**config.mk**
```make
export PLATFORM = sky130hd
export DESIGN_NAME = corelet_ctrl
export DESIGN_NICKNAME = d
export VERILOG_FILES = /design/src/rtl/corelet_ctrl.sv
export SDC_FILE = /design/constraint.sdc
export NUM_CORES = 1
export LEC_CHECK = 0
export BUFFER_PORTS_ARGS = -buffer_cell sky130_fd_sc_hd__buf_4
export CAP_MARGIN = 5
export CORE_MARGIN = 4
export CORE_UTILIZATION = 60
export CTS_BUF_LIST = sky130_fd_sc_hd__clkbuf_2 sky130_fd_sc_hd__clkbuf_4 sky130_fd_sc_hd__clkbuf_8
export DETAILED_ROUTE_END_ITERATION = 12
export GPL_TIMING_DRIVEN = 1
export HOLD_SLACK_MARGIN = 0.08
export PLACE_DENSITY = 0.86
export SLEW_MARGIN = 30
export SYNTH_ARGS = -nofsm -noshare
export SYNTH_HDL_FRONTEND = slang
export SYNTH_SLANG_ARGS = --single-unit
```
**constraint.sdc**
```tcl
create_clock -name clk -period 5.7 [get_ports clk]
set_input_delay 1.14 -clock clk [delete_from_list [all_inputs] [get_ports clk]]
set_output_delay 1.14 -clock clk [all_outputs]
set_load 0.05 [all_outputs]
```
**src/rtl/corelet_ctrl.sv**
```systemverilog
// corelet_ctrl: weight-stationary tile sequencer for the corelet.
// Emits the 35-bit corelet instruction word each cycle for one tile
// (kernel fetch/load, activation fetch/execute, drain, psum readout)
// behind a start/done handshake.
//
// state  | meaning
// -------+--------------------------------------------------------
// IDLE   | waiting for start, inst holds the idle word
// KFETCH | read col weight vectors from xmem, write L0 one cycle later
// KISSUE | pop L0 into the array with kernel load asserted
// KWAIT  | let the kernel settle through the array
// AFETCH | read L activation vectors from xmem into L0
// EXEC   | pop L0 into the array with execute asserted
// DRAIN  | wait out the array pipeline
// READ   | move L results from OFIFO into pmem
// DONE   | one-cycle completion pulse
module corelet_ctrl #(
   parameter int row     = 8,
   parameter int col     = 8,
   parameter int addr_bw = 11,
   parameter int len_bw  = 8
) (
   input  logic               clk,
   input  logic               reset,
   input  logic               start,
   input  logic [addr_bw-1:0] cfg_w_base,
   input  logic [addr_bw-1:0] cfg_a_base,
   input  logic [addr_bw-1:0] cfg_p_base,
   input  logic [len_bw-1:0]  cfg_len,
   input  logic               cfg_acc,
   output logic [34:0]        inst,
   output logic               busy,
   output logic               done
);

   // Counter must reach col, row+col-1 and L; one spare bit keeps it safe.
   localparam int K_W = ((len_bw + 1) > $clog2(row + col + 2)) ? (len_bw + 1)
                                                               : $clog2(row + col + 2);

   localparam logic [3:0] S_IDLE   = 4'd0;
   localparam logic [3:0] S_KFETCH = 4'd1;
   localparam logic [3:0] S_KISSUE = 4'd2;
   localparam logic [3:0] S_KWAIT  = 4'd3;
   localparam logic [3:0] S_AFETCH = 4'd4;
   localparam logic [3:0] S_EXEC   = 4'd5;
   localparam logic [3:0] S_DRAIN  = 4'd6;
   localparam logic [3:0] S_READ   = 4'd7;
   localparam logic [3:0] S_DONE   = 4'd8;

   // Chip enables and write enables deasserted (active-low), everything else 0.
   localparam logic [34:0] IDLE_WORD = (35'd1 << 32) | (35'd1 << 31) |
                                       (35'd1 << 19) | (35'd1 << 18);

   logic [3:0]         state_q, state_d;
   logic [K_W-1:0]     k_q, k_d, k_last;
   logic [addr_bw-1:0] w_base_q, w_base_d;
   logic [addr_bw-1:0] a_base_q, a_base_d;
   logic [addr_bw-1:0] p_base_q, p_base_d;
   logic [len_bw-1:0]  len_q, len_d;
   logic               acc_q, acc_d;
   logic [34:0]        inst_q, inst_d;
   logic               busy_q, busy_d;
   logic               done_q, done_d;

   // Next state, shared phase counter and configuration capture.
   always_comb begin
      state_d  = state_q;
      k_d      = k_q;
      w_base_d = w_base_q;
      a_base_d = a_base_q;
      p_base_d = p_base_q;
      len_d    = len_q;
      acc_d    = acc_q;
      k_last   = '0;
      case (state_q)
         S_KFETCH: k_last = K_W'(col);
         S_KISSUE: k_last = K_W'(col - 1);
         S_KWAIT,
         S_DRAIN:  k_last = K_W'(row + col - 1);
         S_AFETCH: k_last = K_W'(len_q);
         S_EXEC,
         S_READ:   k_last = K_W'(len_q) - K_W'(1);
         default:  k_last = '0;
      endcase
      if (state_q == S_IDLE) begin
         if (start) begin
            state_d  = S_KFETCH;
            k_d      = '0;
            w_base_d = cfg_w_base;
            a_base_d = cfg_a_base;
            p_base_d = cfg_p_base;
            len_d    = cfg_len;
            acc_d    = cfg_acc;
         end
      end else if (k_q == k_last) begin
         k_d = '0;
         case (state_q)
            S_KFETCH: state_d = S_KISSUE;
            S_KISSUE: state_d = S_KWAIT;
            S_KWAIT:  state_d = (len_q == '0) ? S_DONE : S_AFETCH;
            S_AFETCH: state_d = S_EXEC;
            S_EXEC:   state_d = S_DRAIN;
            S_DRAIN:  state_d = S_READ;
            S_READ:   state_d = S_DONE;
            default:  state_d = S_IDLE;
         endcase
      end else begin
         k_d = k_q + K_W'(1);
      end
   end

   // Instruction word for the upcoming cycle, decoded from next state so inst is a flop.
   always_comb begin
      inst_d = IDLE_WORD;
      case (state_d)
         S_KFETCH: begin
            if (k_d < K_W'(col)) begin
               inst_d[19]   = 1'b0;
               inst_d[17:7] = 11'(w_base_d + addr_bw'(k_d));
            end
            if (k_d != '0) inst_d[2] = 1'b1;
         end
         S_KISSUE: begin
            inst_d[3] = 1'b1;
            inst_d[0] = 1'b1;
         end
         S_AFETCH: begin
            if (k_d < K_W'(len_d)) begin
               inst_d[19]   = 1'b0;
               inst_d[17:7] = 11'(a_base_d + addr_bw'(k_d));
            end
            if (k_d != '0) inst_d[2] = 1'b1;
         end
         S_EXEC: begin
            inst_d[3] = 1'b1;
            inst_d[1] = 1'b1;
         end
         S_READ: begin
            inst_d[33]    = acc_d;
            inst_d[32]    = 1'b0;
            inst_d[31]    = 1'b0;
            inst_d[30:20] = 11'(p_base_d + addr_bw'(k_d));
            inst_d[6]     = 1'b1;
         end
         default: inst_d = IDLE_WORD;
      endcase
      busy_d = (state_d != S_IDLE);
      done_d = (state_d == S_DONE);
   end

   // State, configuration and registered outputs with synchronous reset.
   always_ff @(posedge clk) begin
      if (reset) begin
         state_q  <= S_IDLE;
         k_q      <= '0;
         w_base_q <= '0;
         a_base_q <= '0;
         p_base_q <= '0;
         len_q    <= '0;
         acc_q    <= 1'b0;
         inst_q   <= IDLE_WORD;
         busy_q   <= 1'b0;
         done_q   <= 1'b0;
      end else begin
         state_q  <= state_d;
         k_q      <= k_d;
         w_base_q <= w_base_d;
         a_base_q <= a_base_d;
         p_base_q <= p_base_d;
         len_q    <= len_d;
         acc_q    <= acc_d;
         inst_q   <= inst_d;
         busy_q   <= busy_d;
         done_q   <= done_d;
      end
   end

   assign inst = inst_q;
   assign busy = busy_q;
   assign done = done_q;

endmodule

```
==> results.md, run 1 <==
* Status: completed
* CP endpoint kind: register
* Antenna violations before repair at 0
* RSZ-0062 raised after global routing: no
* Synth Area in Compound Gates at 0.1989
* Final Critical Period at 5.146 ns
* H-tree levels at 3
* Synth Area in XOR/XNOR at 0.05140
* Warnings, synthesis at 0
* Post-synthesis mux area share at 0.08478
* Initial DRT Pass Iterations at 5
* Worst EP required at 6.02 ns
* Total GRT Usage at 0.2845
* Clock Latency Late Sink at 0.38 ns
* Wire length on met3 at 1286 um
* Routed Antenna Nets at 0
* Worst-path fanout max at 9
* Vias at 5,286
* DRC Markers at 0
* Clk sinks at 87
* Wire per inst at 19.07 um
* Worst vdd ir at 0.0002627 V
* Ys flop type: dfxtp_1
* Seq. cell area at 0.001742 mm^2
* Sequential area share after synthesis at 0.3097
* Max cap viols at 0
* Drt via density at 6.361
* Startpoint Class: register
* Post-Place Setup Slack at 0.4775 ns
* Die width at 104.8 um
* Die Y at 104.8 um
* Clk_skew at 0.01458 ns
* Core box area at 0.009196 mm^2
* Global-route wire length before repair at 25,210 um
* Layout cell share with drive strength beyond 1 at 0.2097
* Adder-cell share of the synthesized area at 0.08367
* Number of nets in the layout at 796
* Hpwl dp at 11,870 um
* Placed insts at 815
* Final hold slack at 0.5114 ns
* Asr flop ratio synth at 0
* # port buffers at 77
* Gate Count Post-Synth at 658
* Cts bufs inserted at 9
* Max Slew Vio Count at 0
* Clock Root Buffer: clkbuf_8
* Met1 WL at 6359 um
* Mean Syn Cell Area at 8.545 um^2
* DRT iter0 DRCs at 336
* PwrDens at 434.1 mW/mm^2
* Die Area at 0.01098 mm^2
* Critical path type: register to register
* Slew at the pin closest to its max-slew limit at 0.8287 ns
* Wirelength, routed at 15,850 um
* Final estimated routing congestion in global placement at 0.9425
* Min-delay worst type: register to register
* Fin util at 0.7001
* Final worst setup slack at 0.5542 ns
* F_max at 0.1943 GHz
* CTS Buffer Depth at 2
* Grt total ovfl at 0
* Met2 Routed Length at 7400 um
* Post-synthesis simple-gate area fraction at 0.2232
* WP data arrival at 5.47 ns
* Pleak at 2.785 nW
* Number of enable flip-flop cells after synthesis at 0
* Yosys cell types at 77
* Largest family of logic cells by synthesized area: simple AND/OR/NAND/NOR gates
* Number of fill cells in the layout at 743
* Setup TNS Final at 0 ns
* Final setup viols at 0
* Clock Pin Slew Worst Setup and Hold Paths at 0.09 ns
* Multi-input gate area at 0.003631 mm^2
* CTS tree: built
* Max_slew headroom at 0.4417
* Top Ports at 82
* Antenna diodes at 0
* Pin count of the biggest net entering global routing at 41
* Area Overhead vs Synth at 14.51%
* Initial core utilization at 0.6114
* Mapped cell area at 0.005623 mm^2
* Period Utilization, post-route at 0.9028
* Vias in the first global route at 4,972
* R2r setup slk at 0.55 ns
* Non-filler cells, final at 831
* Row cnt at 35
* Yosys reg bits at 87
* Top layer in use: met4
* Hold Fails Final Rpt at 0
-- metrics by stage --
step	total power [mW]	area, um^2
6_report	2.795	6439
2_1_floorplan	1.953	5630
3_3_place_gp	2.302	6231
5_1_grt	2.954	6439
4_1_cts	2.772	6434
3_5_place_dp	2.336	6231
-- final cells by class --
type | instances | area share
clock buffers | 9 | 0.01924
clock inverters | 7 | 0.01224
inverters | 17 | 0.009911
multi-input cells | 512 | 0.5639
flip-flops and latches | 87 | 0.2705
well taps | 111 | 0.02157
repair buffers | 88 | 0.1026
-- cell families after synthesis --
logic type	Yosys count
simple gates	235
compound gates	159
flops	87
buf+inv	61
mux	43
fa+ha+maj	38
xor+xnor	33
other cells	2
-- critical path: stages, from the launching register on --
cell and delay [ns]:
dfxtp_1 0.41, or4_1 0.71, a221o_1 0.37, a22oi_1 0.21, nand4_1 0.16, nor4_4 0.36, a21o_1 0.29, nor2_1 0.07
o21ai_0 0.18, o31ai_1 0.14, ha_1 0.32, o21a_1 0.16, o21ai_0 0.17, or2_2 0.15, a221oi_1 0.04, a2111o_1 0.35
a21oi_1 0.27, nand4_2 0.26, a311oi_1 0.31, a31o_1 0.14
-- power by group --
group	internal, mW	switching (mW)	total (mW)
clock	0.172	0.264	0.436
combinational	0.576	0.980	1.56
sequential	0.709	0.0934	0.803
total	1.46	1.34	2.79
-- sequential cells by signal, summed over array words and instances (netlist names) --
signal    flops
a_base_q     11
len_q         8
acc_q         1
inst         30
w_base_q     11
state_q       4
k_q           9
busy          1
p_base_q     11
done          1
-- per-layer routing --
layer,up-vias,track usage
li1,2486,-
met1,2465,0.3462
met2,269,0.4720
met3,66,0.06424
met4,0,0.1415
met5,-,0
-- path summary, 6_finish.rpt --
kind	startpoint	to	depth (start not counted)
max	len_q[0]$_SDFF_PP0_	inst[15]$_SDFF_PP0_	19
min	acc_q$_SDFF_PP0_	acc_q$_SDFF_PP0_	2
max reg2reg	len_q[0]$_SDFF_PP0_	inst[15]$_SDFF_PP0_	19
min reg2reg	acc_q$_SDFF_PP0_	acc_q$_SDFF_PP0_	2
-- placed cells by master, fill, tap and decap left out, types with 11 or more instances in the layout --
cell type	n
mux2_2	27
o21ai_0	27
nand2_1	32
buf_4	88
nor2_1	65
and3_1	14
xor2_1	11
mux2i_1	15
inv_1	15
nor3_1	12
xnor2_1	22
dfxtp_1	87
nand3_1	17
ha_1	36
a21oi_1	33
and2_1	38
-- Yosys cell counts (12+ instances only) --
cell type | n | area (um^2)
o21ai_0 | 28 | 140.1
a21oi_1 | 33 | 165.2
nor2_1 | 65 | 244.0
inv_1 | 16 | 60.06
ha_1 | 36 | 450.4
and2_1 | 38 | 237.7
and3_1 | 14 | 87.58
mux2i_1 | 15 | 150.1
nand2_1 | 32 | 120.1
dfxtp_1 | 87 | 1742
clkbuf_1 | 29 | 108.9
xnor2_1 | 22 | 192.7
nor3_1 | 12 | 60.06
mux2_2 | 27 | 304.0
nand3_1 | 17 | 85.08
-- timing repair --
item                                    CTS  global route
endpoints found under the setup margin    0             2
resized for setup                         0             1
hold buffers                              0             0
hold endpoints to repair                  0             0
buffers inserted                          0             0
(Power assumes the default switching activity.)
==> run 2: changes to the inputs <==
--- a/config.mk
+++ b/config.mk
@@ -5,6 +5,7 @@
 export SDC_FILE = /design/constraint.sdc
 export NUM_CORES = 1
 export LEC_CHECK = 0
+export ABC_AREA = 1
 export BUFFER_PORTS_ARGS = -buffer_cell sky130_fd_sc_hd__buf_4
 export CAP_MARGIN = 5
 export CORE_MARGIN = 4
==> run 2 against run 1 <==
  * Power increased by 23%
  * Die area decreased by 2.7%
  * Clock power increased by 23%
  * Maximum frequency increased by 18%
  * Non-clock buffer count decreased by 9
  * Utilization increased by 1.4 points
  * Sequential share of layout area increased by 0.63 points
  * Clock skew decreased by 0.00058 ns
  * Clock-buffer cell count unchanged
  * Critical path depth increased by 6
  * Critical path type unchanged
  * Critical endpoint is now inst[12]$_SDFF_PP0_
  * Largest power group unchanged
  * Highest routed layer unchanged
==> results.md, run 2 <==
* Status: completed (unchanged)
* Post-DP Area at 0.006051 mm^2 (was 0.006231 mm^2)
* Cts bufs inserted at 9 (unchanged)
* Hpwl dp at 11,730 um (was 11,870 um)
* CP endpoint kind: register (unchanged)
* WP data arrival at 4.65 ns (was 5.47 ns)
* Commonest cells after routing, fill and taps aside: nand2_1 (160), nor2_1 (112), inv_1 (105) (was buf_4 (88), dfxtp_1 (87), nor2_1 (65))
* Clk_skew at 0.01400 ns (was 0.01458 ns)
* Commonest non-fill, non-tap cell in the layout: nand2_1 (was buf_4)
* Die Area at 0.01069 mm^2 (was 0.01098 mm^2)
* Vias at 5,621 (was 5,286)
* Mapped cell area at 0.005460 mm^2 (was 0.005623 mm^2)
* Antenna diodes at 0 (unchanged)
* Yosys top cell area share at 0.3190 (was 0.3097)
* Min-delay worst type: register to register (unchanged)
* Post-CTS Setup Inserts at 0 (unchanged)
* Grt total ovfl at 0 (unchanged)
* Worst vdd ir at 0.0002658 V (was 0.0002627 V)
* Antenna violations before repair at 0 (unchanged)
* Initial core utilization at 0.6201 (was 0.6114)
* Global-route wire length before repair at 24,780 um (was 25,210 um)
* Yosys cell types at 35 (was 77)
* Row cnt at 34 (was 35)
* Multi-input gate area at 0.003157 mm^2 (was 0.003631 mm^2)
* Pleak at 3.099 nW (was 2.785 nW)
* Sequential area share after synthesis at 0.3190 (was 0.3097)
* Number of enable flip-flop cells after synthesis at 0 (unchanged)
* Vias in the first global route at 5,303 (was 4,972)
* Max Slew Vio Count at 0 (unchanged)
* Biggest area consumer among synthesized cells: dfxtp_1 (unchanged)
* Warnings, synthesis at 0 (unchanged)
* CTS resizes at 0 (unchanged)
* Gate Count Post-Synth at 824 (was 658)
* CTS Buffer Depth at 2 (unchanged)
* Number of fill cells in the layout at 765 (was 743)
* Max_slew headroom at 0.3536 (was 0.4417)
* Layout cell share with drive strength beyond 1 at 0.1469 (was 0.2097)
* CP max-delay cell: nor2_2 (was or4_1)
* Final setup viols at 0 (unchanged)
* Clk sinks at 87 (unchanged)
* Number of nets in the layout at 969 (was 796)
* Routed Antenna Nets at 0 (unchanged)
* Pin count of the biggest net entering global routing at 72 (was 41)
* Hold Fails Final Rpt at 0 (unchanged)
* RSZ-0062 raised after global routing: no (unchanged)
* Slew at the pin closest to its max-slew limit at 0.9632 ns (was 0.8287 ns)
* Clock Root Buffer: clkbuf_8 (unchanged)
* Pwr Total at 3.432 mW (was 2.795 mW)
* Final Critical Period at 4.357 ns (was 5.146 ns)
* Initial DRT Pass Iterations at 5 (unchanged)
* Worst EP required at 5.99 ns (was 6.02 ns)
* Core box area at 0.008806 mm^2 (was 0.009196 mm^2)
* Period Utilization, post-route at 0.7645 (was 0.9028)
* Wirelength, routed at 15,350 um (was 15,850 um)
* Area Overhead vs Synth at 15.24% (was 14.51%)
* Max cap viols at 0 (unchanged)
* Final hold slack at 0.4722 ns (was 0.5114 ns)
* Total GRT Usage at 0.2968 (was 0.2845)
* Die width at 103.4 um (was 104.8 um)
* Cell area after layout at 0.006292 mm^2 (was 0.006439 mm^2)
* Setup TNS Final at 0 ns (unchanged)
* Ys flop type: dfxtp_1 (unchanged)
* CTS tree: built (unchanged)
* Mean Syn Cell Area at 6.627 um^2 (was 8.545 um^2)
* Post-synth top cells: nand2_1 (160), nor2_1 (112), inv_1 (106), dfxtp_1 (87), a21oi_1 (70) (was dfxtp_1 (87), nor2_1 (65), and2_1 (38), ha_1 (36), a21oi_1 (33))
* Largest register FFs at 30 (unchanged)
* Die Y at 103.4 um (was 104.8 um)
* Startpoint Class: register (unchanged)
* Final estimated routing congestion in global placement at 0.9523 (was 0.9425)
* Largest stage delay, worst path at 0.37 ns (was 0.71 ns)
* Seq. cell area at 0.001742 mm^2 (unchanged)
* Wire per inst at 15.35 um (was 19.07 um)
* Crit path top cell by count: nand2_1 (was o21ai_0)
* H-tree levels at 3 (unchanged)
* Most frequent cell after synthesis: nand2_1 (was dfxtp_1)
* PwrDens at 545.5 mW/mm^2 (was 434.1 mW/mm^2)
* Clock Latency Late Sink at 0.37 ns (was 0.38 ns)
* DRT iter0 DRCs at 385 (was 336)
* F_max at 0.2295 GHz (was 0.1943 GHz)
* Clock Pin Slew Worst Setup and Hold Paths at 0.09 ns (about the same)
* Asr flop ratio synth at 0 (unchanged)
* Drt via density at 5.621 (was 6.361)
* Worst-path fanout max at 13 (was 9)
* Fin util at 0.7146 (was 0.7001)
* Top Ports at 82 (unchanged)
* Yosys reg bits at 87 (unchanged)
* Cts hold-fix bufs at 0 (unchanged)
* # port buffers at 77 (unchanged)
* Critical path type: register to register (unchanged)
* Top cells by area, synth: dfxtp_1 (32%), nand2_1 (11%), ha_1 (8.2%), nor2_1 (7.7%), inv_1 (7.3%) (was dfxtp_1 (31%), ha_1 (8.0%), mux2_2 (5.4%), nor2_1 (4.3%), and2_1 (4.2%))
* DRC Markers at 0 (unchanged)
==> run 2: logic make-up (layout without fill, tap and decap cells) <==
group	count (synthesis)	after routing	synth area share
simple gates	396	396	0.3132
compound gates	152	152	0.1627
flops	87	87	0.3190
other cells	2	4	0.001375
mux	4	4	0.007333
fa+ha+maj	36	36	0.08249
xor+xnor	6	6	0.009624
buf+inv	141	207	0.1043
==> run 2: cell type report <==
cell class              instances  share of cell area
multi-input cells             598              0.5017
flip-flops and latches         87              0.2768
repair buffers                 79             0.09425
inverters                     113             0.06741
well taps                     108             0.02148
clock buffers                   9             0.01969
clock inverters                 6             0.01869
==> run 2: layer usage <==
metal | up-vias | share of wire | GRT usage
li1 | 2821 | - | -
met1 | 2529 | 0.43 | 0.3885
met2 | 217 | 0.47 | 0.4931
met3 | 54 | 0.064 | 0.04359
met4 | 0 | 0.031 | 0.1155
met5 | - | 0 | 0
==> run 2: final timing paths <==
check / cells after the start / start / slack (ns) / end
max: 25 / len_q[0]$_SDFF_PP0_ / 1.34 / inst[12]$_SDFF_PP0_
min: 2 / a_base_q[6]$_SDFF_PP0_ / 0.47 / a_base_q[6]$_SDFF_PP0_
max reg2reg: 25 / len_q[0]$_SDFF_PP0_ / 1.34 / inst[12]$_SDFF_PP0_
min reg2reg: 2 / a_base_q[6]$_SDFF_PP0_ / 0.47 / a_base_q[6]$_SDFF_PP0_
==> run 2: through the flow <==
| step | setup WS [ns] | cells |
|---|---|---|
| 3_3_place_gp | 1.369 | 985 |
| 6_report | 1.343 | 1000 |
| 5_1_grt | 0.9095 | 1000 |
| 4_1_cts | 1.469 | 1000 |
| 2_1_floorplan | 1.890 | 826 |
| 3_5_place_dp | 1.311 | 985 |
==> run 2: worst max-delay path: cells and delay by family, from the launching register on <==
family	cells	cell delay [ns]
AOI/OAI and AO/OA	5	0.86
adders and majority gates	2	0.61
buffers and inverters	3	0.53
DFF	1	0.34
and+or+nand+nor	15	1.95
==> run 2: power by group <==
group          switching [mW]  internal, mW  leakage, nW  total [mW]
clock                   0.241         0.294        0.118       0.535
combinational            1.43         0.637         2.27        2.06
sequential             0.0753         0.759        0.712       0.835
==> run 3: changes to the inputs <==
==> constraint.sdc (replaced) <==
create_clock -name clk -period 4.3 [get_ports clk]
set_input_delay 0.86 -clock clk [delete_from_list [all_inputs] [get_ports clk]]
set_output_delay 0.86 -clock clk [all_outputs]
set_load 0.05 [all_outputs]
==> run 3 against run 2 <==
  * Global-route usage shrank 0.55 points
  * Worst setup slack lost 0.88 ns
  * Hold slack lost 0.0024 ns
  * Register-to-register slack lost 0.88 ns
  * Die area is the same
  * Cell count grew 0.70%
  * Critical path depth is the same
  * Critical endpoint is now inst[15]$_SDFF_PP0_
==> results.md, run 3 (synthesized netlist as in run 2, its figures left out) <==
* Final worst setup slack at 0.4624 ns (was 1.343 ns)
* CTS Buffer Depth at 2 (unchanged)
* Clock Root Buffer: clkbuf_8 (unchanged)
* Pleak at 3.100 nW (was 3.099 nW)
* Pin count of the biggest net entering global routing at 72 (unchanged)
* Commonest cells after routing, fill and taps aside: nand2_1 (160), nor2_1 (112), inv_1 (105) (unchanged)
* Fin util at 0.7175 (was 0.7146)
* Post-Place Setup Slack at 0.1332 ns (was 1.311 ns)
* R2r setup slk at 0.46 ns (was 1.34 ns)
* Antenna violations before repair at 0 (unchanged)
* Pwr Total at 4.454 mW (was 3.432 mW)
* Final setup viols at 0 (unchanged)
* Drt via density at 5.566 (was 5.621)
* Max Slew Vio Count at 0 (unchanged)
* Worst vdd ir at 0.0003197 V (was 0.0002658 V)
* Final estimated routing congestion in global placement at 0.9848 (was 0.9523)
* DRC Markers at 0 (unchanged)
* Initial DRT Pass Iterations at 6 (was 5)
* Cts bufs inserted at 9 (unchanged)
* Hpwl dp at 11,580 um (was 11,730 um)
* Routed Antenna Nets at 0 (unchanged)
* Worst EP required at 4.59 ns (was 5.99 ns)
* Vias at 5,605 (was 5,621)
* Clock Pin Slew Worst Setup and Hold Paths at 0.10 ns (was 0.09 ns)
* Final hold slack at 0.4699 ns (was 0.4722 ns)
* Post-DP Area at 0.006078 mm^2 (was 0.006051 mm^2)
* Initial core utilization at 0.6201 (unchanged)
* F_max at 0.2606 GHz (was 0.2295 GHz)
* Placed insts at 987 (was 985)
* Clk_skew at 0.01401 ns (was 0.01400 ns)
* Number of nets in the layout at 976 (was 969)
* Top Ports at 82 (unchanged)
* WP data arrival at 4.13 ns (was 4.65 ns)
* Max cap viols at 0 (unchanged)
* Wirelength, routed at 15,140 um (was 15,350 um)
* Setup TNS Final at 0 ns (unchanged)
* Die Y at 103.4 um (unchanged)
* Vias in the first global route at 5,285 (was 5,303)
* Core box area at 0.008806 mm^2 (unchanged)
* Status: completed (unchanged)
* Non-filler cells, final at 1,007 (was 1,000)
* Cts hold-fix bufs at 0 (unchanged)
* Max_slew headroom at 0.4694 (was 0.3536)
* Final Critical Period at 3.838 ns (was 4.357 ns)
* Die width at 103.4 um (unchanged)
* H-tree levels at 3 (unchanged)
* Period Utilization, post-route at 0.8925 (was 0.7645)
* PwrDens at 704.9 mW/mm^2 (was 545.5 mW/mm^2)
* Grt total ovfl at 0 (unchanged)
* Area Overhead vs Synth at 15.72% (was 15.24%)
* Global-route wire length before repair at 24,510 um (was 24,780 um)
* Layout cell share with drive strength beyond 1 at 0.1580 (was 0.1469)
* Cell area after layout at 0.006319 mm^2 (was 0.006292 mm^2)
* Slew at the pin closest to its max-slew limit at 0.7906 ns (was 0.9632 ns)
* Clock Latency Late Sink at 0.36 ns (was 0.37 ns)
* Critical path type: register to register (unchanged)
* Antenna diodes at 0 (unchanged)
* Total GRT Usage at 0.2913 (was 0.2968)
* Wire per inst at 15.04 um (was 15.35 um)
* RSZ-0062 raised after global routing: no (unchanged)
* # port buffers at 77 (unchanged)
* CTS tree: built (unchanged)
* Largest register FFs at 30 (unchanged)
* Hold Fails Final Rpt at 0 (unchanged)
* DRT iter0 DRCs at 292 (was 385)
* Worst-path fanout max at 10 (was 13)
* Die Area at 0.01069 mm^2 (unchanged)
* Min-delay worst type: register to register (unchanged)
* Commonest non-fill, non-tap cell in the layout: nand2_1 (unchanged)
* Row cnt at 34 (unchanged)
* Clk sinks at 87 (unchanged)
* Startpoint Class: register (unchanged)
* CP endpoint kind: register (unchanged)
[run 3: cell count changes in the layout (fill, tap and decap cells not counted), moves of 2 or more]
cell        before  now
buf_4           79   84
bufinv_16        3    0
clkinvlp_4       1    3
ha_1            36   34
ha_2             0    2
[run 3: area by class of cell]
| type | count | area (um^2) |
|---|---|---|
| timing repair buffer | 85 | 650.6 |
| tap | 108 | 135.1 |
| sequential | 87 | 1742 |
| clock inverter | 5 | 40.04 |
| multi-input combinational | 599 | 3189 |
| fill | 725 | 2487 |
| clock buffer | 10 | 137.6 |
| inverter | 113 | 424.2 |
[run 3: worst max-delay path, stage by stage, from the launching register on]
cell	delay [ns]
dfxtp_1	0.34
inv_1	0.16
ha_2	0.25
nand2_1	0.09
nor2_1	0.18
nand2_1	0.07
nand2_1	0.06
nand2_1	0.04
nor2_1	0.07
nand3_1	0.08
nor2_1	0.19
nand3_4	0.16
inv_2	0.12
o21ai_0	0.08
o211ai_1	0.16
inv_1	0.18
ha_1	0.33
a21oi_1	0.15
nor3_1	0.06
a211oi_1	0.17
nor3_1	0.08
nor2_1	0.09
nand2_1	0.16
nor2_2	0.27
nand3_1	0.11
a21oi_1	0.12
[run 3: path summary, 6_finish.rpt]
kind	end	cells past startpoint	start
hold reg to reg	a_base_q[7]$_SDFF_PP0_	2	a_base_q[7]$_SDFF_PP0_
setup / recovery	inst[15]$_SDFF_PP0_	25	len_q[0]$_SDFF_PP0_
hold / removal	a_base_q[7]$_SDFF_PP0_	2	a_base_q[7]$_SDFF_PP0_
setup reg to reg	inst[15]$_SDFF_PP0_	25	len_q[0]$_SDFF_PP0_
[run 3: power breakdown]
part	internal (mW)	switching [mW]
registers	1.01	0.0969
logic	0.924	1.89
clock network	0.227	0.307
total	2.16	2.30
[run 3: routing by layer]
| layer | track usage | wire length (um) | vias to the layer above |
|---|---|---|---|
| met3 | 0.06304 | 1195 | 43 |
| met1 | 0.3729 | 6515 | 2526 |
| met5 | 0 | 0 | - |
| met2 | 0.4931 | 7078 | 204 |
| li1 | - | - | 2832 |
| met4 | 0.08466 | 354 | 0 |
[run 3: timing repair]
item | in CTS | in global routing
endpoints found under the setup margin | 0 | 11
setup buffers | 0 | 4
gates resized for setup | 0 | 6
